## src/rtl/axi4_lite_master_if.sv

```systemverilog
// Bundle of the command/response side and AXI4-Lite master channels for axi4_lite_master.
// The master modport is the DUT view; the slave modport is the environment (CPU + AXI slave) view.
interface axi4_lite_master_if #(
  parameter int unsigned DATA_WIDTH = 32,
  parameter int unsigned ADDR_WIDTH = 32,
  parameter int unsigned STRB_WIDTH = DATA_WIDTH / 8
);
  logic                  cmd_valid;
  logic                  cmd_ready;
  logic                  cmd_we;
  logic [ADDR_WIDTH-1:0] cmd_addr;
  logic [DATA_WIDTH-1:0] cmd_wdata;
  logic [STRB_WIDTH-1:0] cmd_wstrb;

  logic                  rsp_valid;
  logic                  rsp_ready;
  logic                  rsp_we;
  logic [DATA_WIDTH-1:0] rsp_rdata;
  logic [1:0]            rsp_resp;

  logic                  m_axi_awvalid;
  logic                  m_axi_awready;
  logic [ADDR_WIDTH-1:0] m_axi_awaddr;
  logic                  m_axi_wvalid;
  logic                  m_axi_wready;
  logic [DATA_WIDTH-1:0] m_axi_wdata;
  logic [STRB_WIDTH-1:0] m_axi_wstrb;
  logic                  m_axi_bvalid;
  logic                  m_axi_bready;
  logic [1:0]            m_axi_bresp;
  logic                  m_axi_arvalid;
  logic                  m_axi_arready;
  logic [ADDR_WIDTH-1:0] m_axi_araddr;
  logic                  m_axi_rvalid;
  logic                  m_axi_rready;
  logic [DATA_WIDTH-1:0] m_axi_rdata;
  logic [1:0]            m_axi_rresp;

  modport master (
    input  cmd_valid, cmd_we, cmd_addr, cmd_wdata, cmd_wstrb, rsp_ready,
    input  m_axi_awready, m_axi_wready, m_axi_bvalid, m_axi_bresp,
    input  m_axi_arready, m_axi_rvalid, m_axi_rdata, m_axi_rresp,
    output cmd_ready, rsp_valid, rsp_we, rsp_rdata, rsp_resp,
    output m_axi_awvalid, m_axi_awaddr, m_axi_wvalid, m_axi_wdata, m_axi_wstrb,
    output m_axi_bready, m_axi_arvalid, m_axi_araddr, m_axi_rready
  );

  modport slave (
    output cmd_valid, cmd_we, cmd_addr, cmd_wdata, cmd_wstrb, rsp_ready,
    output m_axi_awready, m_axi_wready, m_axi_bvalid, m_axi_bresp,
    output m_axi_arready, m_axi_rvalid, m_axi_rdata, m_axi_rresp,
    input  cmd_ready, rsp_valid, rsp_we, rsp_rdata, rsp_resp,
    input  m_axi_awvalid, m_axi_awaddr, m_axi_wvalid, m_axi_wdata, m_axi_wstrb,
    input  m_axi_bready, m_axi_arvalid, m_axi_araddr, m_axi_rready
  );
endinterface

```

## src/rtl/axi4_lite_master.sv

```systemverilog
// Single-outstanding AXI4-Lite master: one command in, one buffered response out.
// Define AXIL_MST_TIMEOUT_EN to add a watchdog that reports 2'b10 after TIMEOUT_CYCLES.
module axi4_lite_master #(
  parameter int unsigned DATA_WIDTH     = 32,
  parameter int unsigned ADDR_WIDTH     = 32,
  parameter int unsigned STRB_WIDTH     = DATA_WIDTH / 8,
  parameter int unsigned TIMEOUT_CYCLES = 256
) (
  input  logic                   ACLK,
  input  logic                   ARESET,
  axi4_lite_master_if.master     bus_io
);

  typedef enum logic [2:0] {
    StIdle, StWrite, StWriteResp, StReadAddr, StReadData, StRsp
  } state_e;

  state_e                state_q, state_d;
  logic                  we_q, we_d;
  logic [ADDR_WIDTH-1:0] addr_q, addr_d;
  logic [DATA_WIDTH-1:0] wdata_q, wdata_d;
  logic [STRB_WIDTH-1:0] wstrb_q, wstrb_d;
  logic                  awvalid_q, awvalid_d;
  logic                  wvalid_q, wvalid_d;
  logic                  arvalid_q, arvalid_d;
  logic                  aw_done_q, aw_done_d;
  logic                  w_done_q, w_done_d;
  logic [DATA_WIDTH-1:0] rdata_q, rdata_d;
  logic [1:0]            resp_q, resp_d;

  logic cmd_ready, bready, rready;
  logic cmd_hs, aw_hs, w_hs, ar_hs, b_hs, r_hs, rsp_hs;

  assign cmd_ready = (state_q == StIdle) && !ARESET;
  assign bready    = (state_q == StWriteResp);
  assign rready    = (state_q == StReadData);

  assign cmd_hs = bus_io.cmd_valid && cmd_ready;
  assign aw_hs  = awvalid_q && bus_io.m_axi_awready;
  assign w_hs   = wvalid_q && bus_io.m_axi_wready;
  assign ar_hs  = arvalid_q && bus_io.m_axi_arready;
  assign b_hs   = bready && bus_io.m_axi_bvalid;
  assign r_hs   = rready && bus_io.m_axi_rvalid;
  assign rsp_hs = (state_q == StRsp) && bus_io.rsp_ready;

`ifdef AXIL_MST_TIMEOUT_EN
  localparam int unsigned TimerW = $clog2(TIMEOUT_CYCLES) + 1;
  localparam logic [TimerW-1:0] TimerLast = TimerW'(TIMEOUT_CYCLES - 1);

  logic [TimerW-1:0] timer_q, timer_d;
  logic              busy;

  assign busy = (state_q == StWrite) || (state_q == StWriteResp) ||
                (state_q == StReadAddr) || (state_q == StReadData);
`else
  logic unused_timeout_cfg;
  assign unused_timeout_cfg = |TIMEOUT_CYCLES;
`endif

  always_comb begin
    state_d   = state_q;
    we_d      = we_q;
    addr_d    = addr_q;
    wdata_d   = wdata_q;
    wstrb_d   = wstrb_q;
    awvalid_d = awvalid_q;
    wvalid_d  = wvalid_q;
    arvalid_d = arvalid_q;
    aw_done_d = aw_done_q;
    w_done_d  = w_done_q;
    rdata_d   = rdata_q;
    resp_d    = resp_q;

    case (state_q)
      StIdle: begin
        if (cmd_hs) begin
          we_d    = bus_io.cmd_we;
          addr_d  = bus_io.cmd_addr;
          wdata_d = bus_io.cmd_wdata;
          wstrb_d = bus_io.cmd_wstrb;
          if (bus_io.cmd_we) begin
            state_d   = StWrite;
            awvalid_d = 1'b1;
            wvalid_d  = 1'b1;
            aw_done_d = 1'b0;
            w_done_d  = 1'b0;
          end else begin
            state_d   = StReadAddr;
            arvalid_d = 1'b1;
          end
        end
      end
      StWrite: begin
        if (aw_hs) begin
          awvalid_d = 1'b0;
          aw_done_d = 1'b1;
        end
        if (w_hs) begin
          wvalid_d = 1'b0;
          w_done_d = 1'b1;
        end
        // BREADY only after both address and data have been taken.
        if ((aw_done_q || aw_hs) && (w_done_q || w_hs)) state_d = StWriteResp;
      end
      StWriteResp: begin
        if (b_hs) begin
          resp_d  = bus_io.m_axi_bresp;
          rdata_d = '0;
          state_d = StRsp;
        end
      end
      StReadAddr: begin
        if (ar_hs) begin
          arvalid_d = 1'b0;
          state_d   = StReadData;
        end
      end
      StReadData: begin
        if (r_hs) begin
          rdata_d = bus_io.m_axi_rdata;
          resp_d  = bus_io.m_axi_rresp;
          state_d = StRsp;
        end
      end
      StRsp: begin
        if (rsp_hs) state_d = StIdle;
      end
      default: state_d = StIdle;
    endcase

`ifdef AXIL_MST_TIMEOUT_EN
    timer_d = timer_q;
    if (cmd_hs) timer_d = '0;
    else if (busy) timer_d = timer_q + TimerW'(1);

    // A real completion on the expiry cycle already targets StRsp and takes priority.
    if (busy && (timer_q == TimerLast) && (state_d != StRsp)) begin
      state_d   = StRsp;
      awvalid_d = 1'b0;
      wvalid_d  = 1'b0;
      arvalid_d = 1'b0;
      resp_d    = 2'b10;
      rdata_d   = '0;
    end
`endif
  end

  always_ff @(posedge ACLK) begin
    if (ARESET) begin
      state_q   <= StIdle;
      we_q      <= 1'b0;
      addr_q    <= '0;
      wdata_q   <= '0;
      wstrb_q   <= '0;
      awvalid_q <= 1'b0;
      wvalid_q  <= 1'b0;
      arvalid_q <= 1'b0;
      aw_done_q <= 1'b0;
      w_done_q  <= 1'b0;
      rdata_q   <= '0;
      resp_q    <= 2'b00;
`ifdef AXIL_MST_TIMEOUT_EN
      timer_q   <= '0;
`endif
    end else begin
      state_q   <= state_d;
      we_q      <= we_d;
      addr_q    <= addr_d;
      wdata_q   <= wdata_d;
      wstrb_q   <= wstrb_d;
      awvalid_q <= awvalid_d;
      wvalid_q  <= wvalid_d;
      arvalid_q <= arvalid_d;
      aw_done_q <= aw_done_d;
      w_done_q  <= w_done_d;
      rdata_q   <= rdata_d;
      resp_q    <= resp_d;
`ifdef AXIL_MST_TIMEOUT_EN
      timer_q   <= timer_d;
`endif
    end
  end

  assign bus_io.cmd_ready     = cmd_ready;
  assign bus_io.rsp_valid     = (state_q == StRsp);
  assign bus_io.rsp_we        = we_q;
  assign bus_io.rsp_rdata     = rdata_q;
  assign bus_io.rsp_resp      = resp_q;
  assign bus_io.m_axi_awvalid = awvalid_q;
  assign bus_io.m_axi_awaddr  = addr_q;
  assign bus_io.m_axi_wvalid  = wvalid_q;
  assign bus_io.m_axi_wdata   = wdata_q;
  assign bus_io.m_axi_wstrb   = wstrb_q;
  assign bus_io.m_axi_bready  = bready;
  assign bus_io.m_axi_arvalid = arvalid_q;
  assign bus_io.m_axi_araddr  = addr_q;
  assign bus_io.m_axi_rready  = rready;

endmodule

```

## src/flat_wrapper.sv

```systemverilog
// flat-port wrapper written by rule: the top's interface ports become plain ports
module axi4_lite_master_flat 
#(
  parameter int unsigned DATA_WIDTH     = 32,
  parameter int unsigned ADDR_WIDTH     = 32,
  parameter int unsigned STRB_WIDTH     = DATA_WIDTH / 8,
  parameter int unsigned TIMEOUT_CYCLES = 256
)
  (ACLK, ARESET, bus_io_cmd_valid, bus_io_cmd_we, bus_io_cmd_addr, bus_io_cmd_wdata, bus_io_cmd_wstrb, bus_io_rsp_ready, bus_io_m_axi_awready, bus_io_m_axi_wready, bus_io_m_axi_bvalid, bus_io_m_axi_bresp, bus_io_m_axi_arready, bus_io_m_axi_rvalid, bus_io_m_axi_rdata, bus_io_m_axi_rresp, bus_io_cmd_ready, bus_io_rsp_valid, bus_io_rsp_we, bus_io_rsp_rdata, bus_io_rsp_resp, bus_io_m_axi_awvalid, bus_io_m_axi_awaddr, bus_io_m_axi_wvalid, bus_io_m_axi_wdata, bus_io_m_axi_wstrb, bus_io_m_axi_bready, bus_io_m_axi_arvalid, bus_io_m_axi_araddr, bus_io_m_axi_rready);
  axi4_lite_master_if #(.DATA_WIDTH(DATA_WIDTH), .ADDR_WIDTH(ADDR_WIDTH), .STRB_WIDTH(STRB_WIDTH)) bus_io_i ();
  input  logic ACLK;
  input  logic ARESET;
  input wire logic [$bits(bus_io_i.cmd_valid)-1:0] bus_io_cmd_valid;
  input wire logic [$bits(bus_io_i.cmd_we)-1:0] bus_io_cmd_we;
  input wire logic [$bits(bus_io_i.cmd_addr)-1:0] bus_io_cmd_addr;
  input wire logic [$bits(bus_io_i.cmd_wdata)-1:0] bus_io_cmd_wdata;
  input wire logic [$bits(bus_io_i.cmd_wstrb)-1:0] bus_io_cmd_wstrb;
  input wire logic [$bits(bus_io_i.rsp_ready)-1:0] bus_io_rsp_ready;
  input wire logic [$bits(bus_io_i.m_axi_awready)-1:0] bus_io_m_axi_awready;
  input wire logic [$bits(bus_io_i.m_axi_wready)-1:0] bus_io_m_axi_wready;
  input wire logic [$bits(bus_io_i.m_axi_bvalid)-1:0] bus_io_m_axi_bvalid;
  input wire logic [$bits(bus_io_i.m_axi_bresp)-1:0] bus_io_m_axi_bresp;
  input wire logic [$bits(bus_io_i.m_axi_arready)-1:0] bus_io_m_axi_arready;
  input wire logic [$bits(bus_io_i.m_axi_rvalid)-1:0] bus_io_m_axi_rvalid;
  input wire logic [$bits(bus_io_i.m_axi_rdata)-1:0] bus_io_m_axi_rdata;
  input wire logic [$bits(bus_io_i.m_axi_rresp)-1:0] bus_io_m_axi_rresp;
  output wire logic [$bits(bus_io_i.cmd_ready)-1:0] bus_io_cmd_ready;
  output wire logic [$bits(bus_io_i.rsp_valid)-1:0] bus_io_rsp_valid;
  output wire logic [$bits(bus_io_i.rsp_we)-1:0] bus_io_rsp_we;
  output wire logic [$bits(bus_io_i.rsp_rdata)-1:0] bus_io_rsp_rdata;
  output wire logic [$bits(bus_io_i.rsp_resp)-1:0] bus_io_rsp_resp;
  output wire logic [$bits(bus_io_i.m_axi_awvalid)-1:0] bus_io_m_axi_awvalid;
  output wire logic [$bits(bus_io_i.m_axi_awaddr)-1:0] bus_io_m_axi_awaddr;
  output wire logic [$bits(bus_io_i.m_axi_wvalid)-1:0] bus_io_m_axi_wvalid;
  output wire logic [$bits(bus_io_i.m_axi_wdata)-1:0] bus_io_m_axi_wdata;
  output wire logic [$bits(bus_io_i.m_axi_wstrb)-1:0] bus_io_m_axi_wstrb;
  output wire logic [$bits(bus_io_i.m_axi_bready)-1:0] bus_io_m_axi_bready;
  output wire logic [$bits(bus_io_i.m_axi_arvalid)-1:0] bus_io_m_axi_arvalid;
  output wire logic [$bits(bus_io_i.m_axi_araddr)-1:0] bus_io_m_axi_araddr;
  output wire logic [$bits(bus_io_i.m_axi_rready)-1:0] bus_io_m_axi_rready;
  assign bus_io_i.cmd_valid = bus_io_cmd_valid;
  assign bus_io_i.cmd_we = bus_io_cmd_we;
  assign bus_io_i.cmd_addr = bus_io_cmd_addr;
  assign bus_io_i.cmd_wdata = bus_io_cmd_wdata;
  assign bus_io_i.cmd_wstrb = bus_io_cmd_wstrb;
  assign bus_io_i.rsp_ready = bus_io_rsp_ready;
  assign bus_io_i.m_axi_awready = bus_io_m_axi_awready;
  assign bus_io_i.m_axi_wready = bus_io_m_axi_wready;
  assign bus_io_i.m_axi_bvalid = bus_io_m_axi_bvalid;
  assign bus_io_i.m_axi_bresp = bus_io_m_axi_bresp;
  assign bus_io_i.m_axi_arready = bus_io_m_axi_arready;
  assign bus_io_i.m_axi_rvalid = bus_io_m_axi_rvalid;
  assign bus_io_i.m_axi_rdata = bus_io_m_axi_rdata;
  assign bus_io_i.m_axi_rresp = bus_io_m_axi_rresp;
  assign bus_io_cmd_ready = bus_io_i.cmd_ready;
  assign bus_io_rsp_valid = bus_io_i.rsp_valid;
  assign bus_io_rsp_we = bus_io_i.rsp_we;
  assign bus_io_rsp_rdata = bus_io_i.rsp_rdata;
  assign bus_io_rsp_resp = bus_io_i.rsp_resp;
  assign bus_io_m_axi_awvalid = bus_io_i.m_axi_awvalid;
  assign bus_io_m_axi_awaddr = bus_io_i.m_axi_awaddr;
  assign bus_io_m_axi_wvalid = bus_io_i.m_axi_wvalid;
  assign bus_io_m_axi_wdata = bus_io_i.m_axi_wdata;
  assign bus_io_m_axi_wstrb = bus_io_i.m_axi_wstrb;
  assign bus_io_m_axi_bready = bus_io_i.m_axi_bready;
  assign bus_io_m_axi_arvalid = bus_io_i.m_axi_arvalid;
  assign bus_io_m_axi_araddr = bus_io_i.m_axi_araddr;
  assign bus_io_m_axi_rready = bus_io_i.m_axi_rready;
  axi4_lite_master #(.DATA_WIDTH(DATA_WIDTH), .ADDR_WIDTH(ADDR_WIDTH), .STRB_WIDTH(STRB_WIDTH), .TIMEOUT_CYCLES(TIMEOUT_CYCLES)) u_core (.ACLK(ACLK), .ARESET(ARESET), .bus_io(bus_io_i));
endmodule
```

## config.mk

```make
export PLATFORM = sky130hd
export DESIGN_NAME = axi4_lite_master_flat
export DESIGN_NICKNAME = d
export VERILOG_FILES = /design/src/rtl/axi4_lite_master_if.sv /design/src/rtl/axi4_lite_master.sv /design/src/flat_wrapper.sv
export SDC_FILE = /design/constraint.sdc
export NUM_CORES = 1
export LEC_CHECK = 0
export ABC_AREA = 1
export CORE_UTILIZATION = 34
export CTS_CLUSTER_SIZE = 12
export DETAILED_ROUTE_END_ITERATION = 6
export GPL_TIMING_DRIVEN = 0
export PLACE_DENSITY_LB_ADDON = 0.05
export SLEW_MARGIN = 20
export SYNTH_ARGS = -nofsm -noshare
export SYNTH_HDL_FRONTEND = slang
export SYNTH_SLANG_ARGS = --single-unit
```

## constraint.sdc

```tcl
create_clock -name ACLK -period 1.3 [get_ports ACLK]
set_clock_uncertainty 0.05 [all_clocks]
set_input_delay 0.195 -clock ACLK [delete_from_list [all_inputs] [get_ports ACLK]]
set_output_delay 0.195 -clock ACLK [all_outputs]
set_load 0.1 [all_outputs]
```

==> metrics.yaml, run 1 <==
status: "finished with violations"
violations: "negative setup slack"
grt_util_met3: 0.0648
min_to: "u_core.bus_io.rsp_resp[0]"
p_total_uw: 20300
cts_tree: "done"
netlist_top_cells_area: "dfxtp_1, nand2_1, nand3_1, buf_4, a21oi_1"
crit_path_end_kind: "output port"
clock_path_buffers: 2
hold_depth: 4
yosysWarnings: 0
place_inst: 992
critPathMaxStageDelay_ns: 0.38
drive_gt1_frac: 0.402
peakVddDrop_uv: 1100
clkLatencyLatePin_ns: 0.34
clkTransAtPathRegs_ns: 0.07
synth_edf_count: 0
r2r_end: "u_core.bus_io.rsp_rdata[27]"
synth_seq_cells: 111
die_h_um: 115
synth.top_cell.area_share: 0.511
hold_buffers: 0
die_area_um2: 13200
antenna_cells: 0
min_period_ns: 1.60
wl_um: 14100
die_w_um: 115
area_delta_synth_final_pct: 81.0
period_share: 1.23
gr-usage-met2: 0.370
worst_slew_margin_rel: 0.616
finalSetupViolCount: 115
fp-row-count: 40
firstDrtPassIters: 4
hpwl_um: 10300
vias_per_cell: 4.47
antenna_found_initial: 0
met1_usage: 0.234
cts_sinks: 111
crit_path_frequent_cell: "buf_12"
reg2reg_setup_slack_ns: -0.27
nFillCells: 1095
synthTopCellsByCount: "nand2_1, dfxtp_1, nand3_1"
powerDensity_nw_per_um2: 2580
grt_pass1_vias: 4308
portBuffers: 254
root_buffer: "clkbuf_16"
gp_congestion: 0.779
layout.nets: 973
htreeDepth: 3
drv_slew: 0
core-area_um2: 12300
crit_slowest_cell: "dfxtp_4"
layoutNonFillerInstCount: 1032
grt_max_degree: 17
grt-ovfl-total: 0
ys_seq_area_frac: 0.511
ys.flop_type: "dfxtp_1"
grt_pass1_wl_um: 21400
start_kind: "flip-flop"
vias: 4614
ys_async_sr_fraction: 0
worst_slack_ns: -0.300
synth_area_um2: 4350
synthCells: 570
hold_violations: 0
drt_iter0_drc: 256
yosysTopAreaCell: "dfxtp_1"
r2r-start: "u_core.state_q[1]"
max_clock_freq_mhz: 625
maxCapViolations: 0
worstHoldPathType: "primary input to flip-flop"
syn-num-nets: 684
yosysMostFrequentCell: "nand2_1"
path_max_fanout: 5
ant_nets: 0
cts_made_buffers: 9
track_usage: 0.210
tightestPinTransition_ns: 0.576
crit_arrival_ns: 1.35
leakagePower_uw: 0.00367
path_class: "flip-flop to output port"
ys_types: 21
num_io_pins: 256
start_util: 0.355
hold_start: "ARESET"
syn_area_per_cell_um2: 7.63
routedWlPerCell_um: 13.7
r2r_cells: 9
crit_chain: "buf_12 > clkinv_8 > nor2_4 > nand2_4 > clkinvlp_4 > buf_12"
cp.required_ns: 1.05
fin_hold_ws_ns: 0.288
drcViolationCount: 0
top_usage_layer: "met2"
rsz0062_at_grt: "yes"
==> placed cells by master (no fill, tap or decap), drive strengths merged, types with 2 or more instances in the layout <==
cell type / Yosys / routed
dfxtp: 111 / 111
o21ai: 3 / 3
inv: 15 / 12
clkdlybuf4s50: 0 / 112
clkinv: 0 / 3
buf: 58 / 223
nand3: 79 / 79
clkbuf: 7 / 21
clkinvlp: 0 / 2
nand2: 232 / 232
nor2: 18 / 18
a21oi: 45 / 45
==> cell families (layout without fill, tap and decap cells) <==
| family | after synthesis | count (layout) | share of synthesized area |
|---|---|---|---|
| buffers and inverters | 80 | 374 | 0.113 |
| AO/OA/AOI/OAI | 48 | 48 | 0.0561 |
| AND/OR/NAND/NOR | 331 | 331 | 0.320 |
| flip-flops | 111 | 111 | 0.511 |
==> metrics by stage <==
stage	instance area (µm²)	worst slack (ns)	util	TNS, ns
after floorplan	4450	-0.490	-	-34.43
after global placement	7210	-0.954	0.588	-84.06
after detailed placement	7210	-0.968	0.588	-87.30
after CTS	7700	-0.260	0.628	-19.13
after global routing	7870	-0.367	0.642	-35.10
final	7870	-0.300	0.642	-23.74
==> critical path: cells and delay by family, from the launching register on <==
family / cells / cell delay [ns]
DFF: 1 / 0.38
buffers and inverters: 4 / 0.44
and+or+nand+nor: 2 / 0.20
==> power by group <==
| group | switching [µW] | internal, µW |
|---|---|---|
| Combinational | 9410 | 3440 |
| Sequential | 538 | 4230 |
| Clock | 1190 | 1510 |
| Total | 11100 | 9170 |
==> cell type report <==
class,count,area (µm²),share of cell area
timing repair buffer,279,2620,0.333
sequential,111,2280,0.290
multi-input combinational,379,1880,0.239
buffer,64,484,0.0615
clock buffer,14,284,0.0361
tap,168,210,0.0267
inverter,15,93.8,0.0119
clock inverter,2,11.3,0.00143
==> registers in the layout, indices dropped and copies added, names as in the netlist, 2 cells and up <==
signal                      count
u_core.bus_io.rsp_rdata        32
u_core.bus_io.m_axi_wdata      32
u_core.bus_io.rsp_resp          2
u_core.bus_io.m_axi_wstrb       4
u_core.bus_io.m_axi_araddr     32
u_core.state_q                  3
==> metal layers <==
metal | routed length (µm) | vias to the layer above
li1 | - | 2358
met1 | 5820 | 2087
met2 | 6960 | 155
met3 | 1140 | 14
met4 | 202 | 0
met5 | 0 | -
==> what timing repair did <==
item | CTS | global route
cloned | 6 | 0
endpoints found under the setup margin | 253 | 117
buffers inserted | 17 | 2
pin swaps | 15 | 5
gates resized for setup | 959 | 46
==> how the worst max path moves through the flow <==
stage,to,start,cells after the start
after floorplan,u_core.bus_io.m_axi_wdata[14],u_core.state_q[2],9
after global placement,bus_io_m_axi_rready,u_core.state_q[1],4
after detailed placement,bus_io_m_axi_rready,u_core.state_q[1],4
after CTS,bus_io_m_axi_rready,u_core.state_q[0],4
after global routing,u_core.bus_io.rsp_rdata[4],u_core.state_q[1],9
final,bus_io_m_axi_bready,u_core.state_q[1],6
No activity file was read; power rests on OpenSTA's default activity.
==> run 2, diff against run 1 <==
--- a/config.mk
+++ b/config.mk
@@ -6,9 +6,11 @@
 export NUM_CORES = 1
 export LEC_CHECK = 0
 export ABC_AREA = 1
-export CORE_UTILIZATION = 34
+export CORE_AREA = 2 2 100 102
 export CTS_CLUSTER_SIZE = 12
 export DETAILED_ROUTE_END_ITERATION = 6
+export DIE_AREA = 0 0 102 104
+export DONT_BUFFER_PORTS = 1
 export GPL_TIMING_DRIVEN = 0
 export PLACE_DENSITY_LB_ADDON = 0.05
 export SLEW_MARGIN = 20
==> metrics.yaml, run 2 (same netlist as run 1, synthesis figures left out) <==
min_to: "u_core.bus_io.rsp_resp[1]"
cts_made_buffers: 9
worstHoldPathType: "primary input to flip-flop"
routedWlPerCell_um: 17.6
layout.nets: 821
r2r_cells: 8
num_io_pins: 256
cts_tree: "done"
intPower_uw: 7820
drive_gt1_frac: 0.426
path_max_fanout: 10
core-area_um2: 9550
pre_cts_slack_ns: -0.796
crit_chain: "nor2_4 > nand2_4 > nor2_4 > nand2_4 > buf_6 > buf_8 > nand3_1 > nand2_1"
min_period_ns: 1.98
gp_congestion: 0.796
leakagePower_uw: 0.00301
hold_depth: 4
layoutNonFillerInstCount: 845
pwr-share-comb: 0.334
clkTransAtPathRegs_ns: 0.10
finalSetupViolCount: 147
cp.required_ns: 1.51
rsz0062_at_grt: "yes"
worst_slew_margin_rel: 0.518
place_inst: 703
vias_per_cell: 5.15
start_kind: "flip-flop"
layout_common_cells: "nand2_1, dfxtp_4, dlygate4sd3_1, nand3_2, a21oi_1"
seqPwrFrac: 0.556
pwr-share-clk: 0.110
final_common_cell: "nand2_1"
wl_um: 14800
r2r-start: "u_core.state_q[1]"
hpwl_um: 8460
maxCapViolations: 0
violations: "negative setup slack"
grt_pass1_vias: 4242
hold_start: "bus_io_m_axi_rresp[1]"
hold_violations: 0
track_usage: 0.246
fin_hold_ws_ns: 0.0227
max_clock_freq_mhz: 504
clock_path_buffers: 2
die_w_um: 102
critPathMaxStageDelay_ns: 0.57
tightestPinTransition_ns: 0.723
firstDrtPassIters: 4
drcViolationCount: 0
vias: 4350
timing.critical_path.buf_inv: 2
drt_iter0_drc: 103
area_delta_synth_final_pct: 68.8
die_area_um2: 10600
p_sw_frac: 0.585
fp-row-count: 36
nFillCells: 645
powerDensity_nw_per_um2: 2570
path_class: "flip-flop to flip-flop"
grt_max_degree: 17
grt-ovfl-total: 0
post-route-util: 0.769
crit_arrival_ns: 2.19
r2r_end: "u_core.bus_io.m_axi_araddr[9]"
worst_slack_ns: -0.684
status: "finished with violations"
crit_cells: 8
die_h_um: 104
p_total_uw: 18800
clkLatencyLatePin_ns: 0.36
peakVddDrop_uv: 1420
start_util: 0.455
grt_pass1_wl_um: 20800
antenna_found_initial: 0
drv_slew: 0
htreeDepth: 3
antenna_cells: 0
reg2reg_setup_slack_ns: -0.68
portBuffers: 0
crit_slowest_cell: "nor2_4"
root_buffer: "clkbuf_8"
critPathTopFamily: "simple AND/OR/NAND/NOR gates"
crit_path_end_kind: "flip-flop"
period_share: 1.53
power_switching_uw: 11000
ant_nets: 0
cts_sinks: 111
-- run 2: power by group through the flow --
| stage | combinational (µW) | sequential, µW | clock [µW] |
|---|---|---|---|
| after global placement | 4390 | 10000 | 0 |
| after floorplan | 4030 | 9810 | 0 |
| final | 6290 | 10500 | 2080 |
| after global routing | 6660 | 10600 | 2260 |
| after CTS | 5700 | 10300 | 2090 |
| after detailed placement | 4440 | 10000 | 0 |
-- run 2: stage by stage --
stage | area (µm²) | setup TNS [ns]
floorplan | 4450 | -34.43
global placement | 4620 | -57.48
detailed placement | 4620 | -61.09
CTS | 6840 | -59.15
global route | 7340 | -71.92
finish | 7340 | -61.37
-- run 2: cell type report --
class | instances | area, µm² | share of cell area
Buffer | 65 | 911 | 0.124
Clock buffer | 12 | 145 | 0.0198
Clock inverter | 4 | 45.0 | 0.00614
Inverter | 15 | 83.8 | 0.0114
Multi-Input combinational cell | 379 | 2070 | 0.283
Sequential cell | 111 | 2630 | 0.358
Tap cell | 133 | 166 | 0.0227
Timing Repair Buffer | 126 | 1280 | 0.175
-- run 2: how the worst max path moves through the flow --
| stage | startpoint | to | slack [ns] |
|---|---|---|---|
| 2_1_floorplan | u_core.state_q[2] | u_core.bus_io.m_axi_wdata[14] | -0.49 |
| 3_3_place_gp | u_core.state_q[1] | u_core.bus_io.m_axi_wdata[17] | -0.75 |
| 3_5_place_dp | u_core.state_q[1] | u_core.bus_io.m_axi_wdata[15] | -0.80 |
| 4_1_cts | u_core.state_q[0] | u_core.bus_io.m_axi_wdata[15] | -0.60 |
| 5_1_grt | u_core.state_q[0] | u_core.bus_io.m_axi_araddr[9] | -0.77 |
| 6_report | u_core.state_q[1] | u_core.bus_io.m_axi_araddr[9] | -0.68 |
-- run 2: timing repair --
action,4_1_cts,5_1_grt
cloned,3,2
gates resized for setup,286,119
pin swaps,31,35
hold endpoints to repair,106,0
buffers inserted,14,4
setup endpoints to repair,250,184
hold buffers,103,0
-- run 2: layer usage --
layer	vias up	global-route usage	wire length, µm
met4	0	0.0943	401
li1	2058	-	-
met2	191	0.442	8070
met1	2069	0.258	5150
met3	32	0.0867	1220
met5	-	0	0
-- run 2: worst min-delay path, stage by stage --
cell     delay [ns]
nand2_1        0.03
nand2_1        0.05
nor2_1         0.04
nor2_1         0.08
==> run 3, diff against run 2 <==
--- a/config.mk
+++ b/config.mk
@@ -13,6 +13,7 @@
 export DONT_BUFFER_PORTS = 1
 export GPL_TIMING_DRIVEN = 0
 export PLACE_DENSITY_LB_ADDON = 0.05
+export RECOVER_POWER = 100
 export SLEW_MARGIN = 20
 export SYNTH_ARGS = -nofsm -noshare
 export SYNTH_HDL_FRONTEND = slang
==> results of run 3 <==
Same layout as run 2: the final DEF is identical, and so are final timing and power.
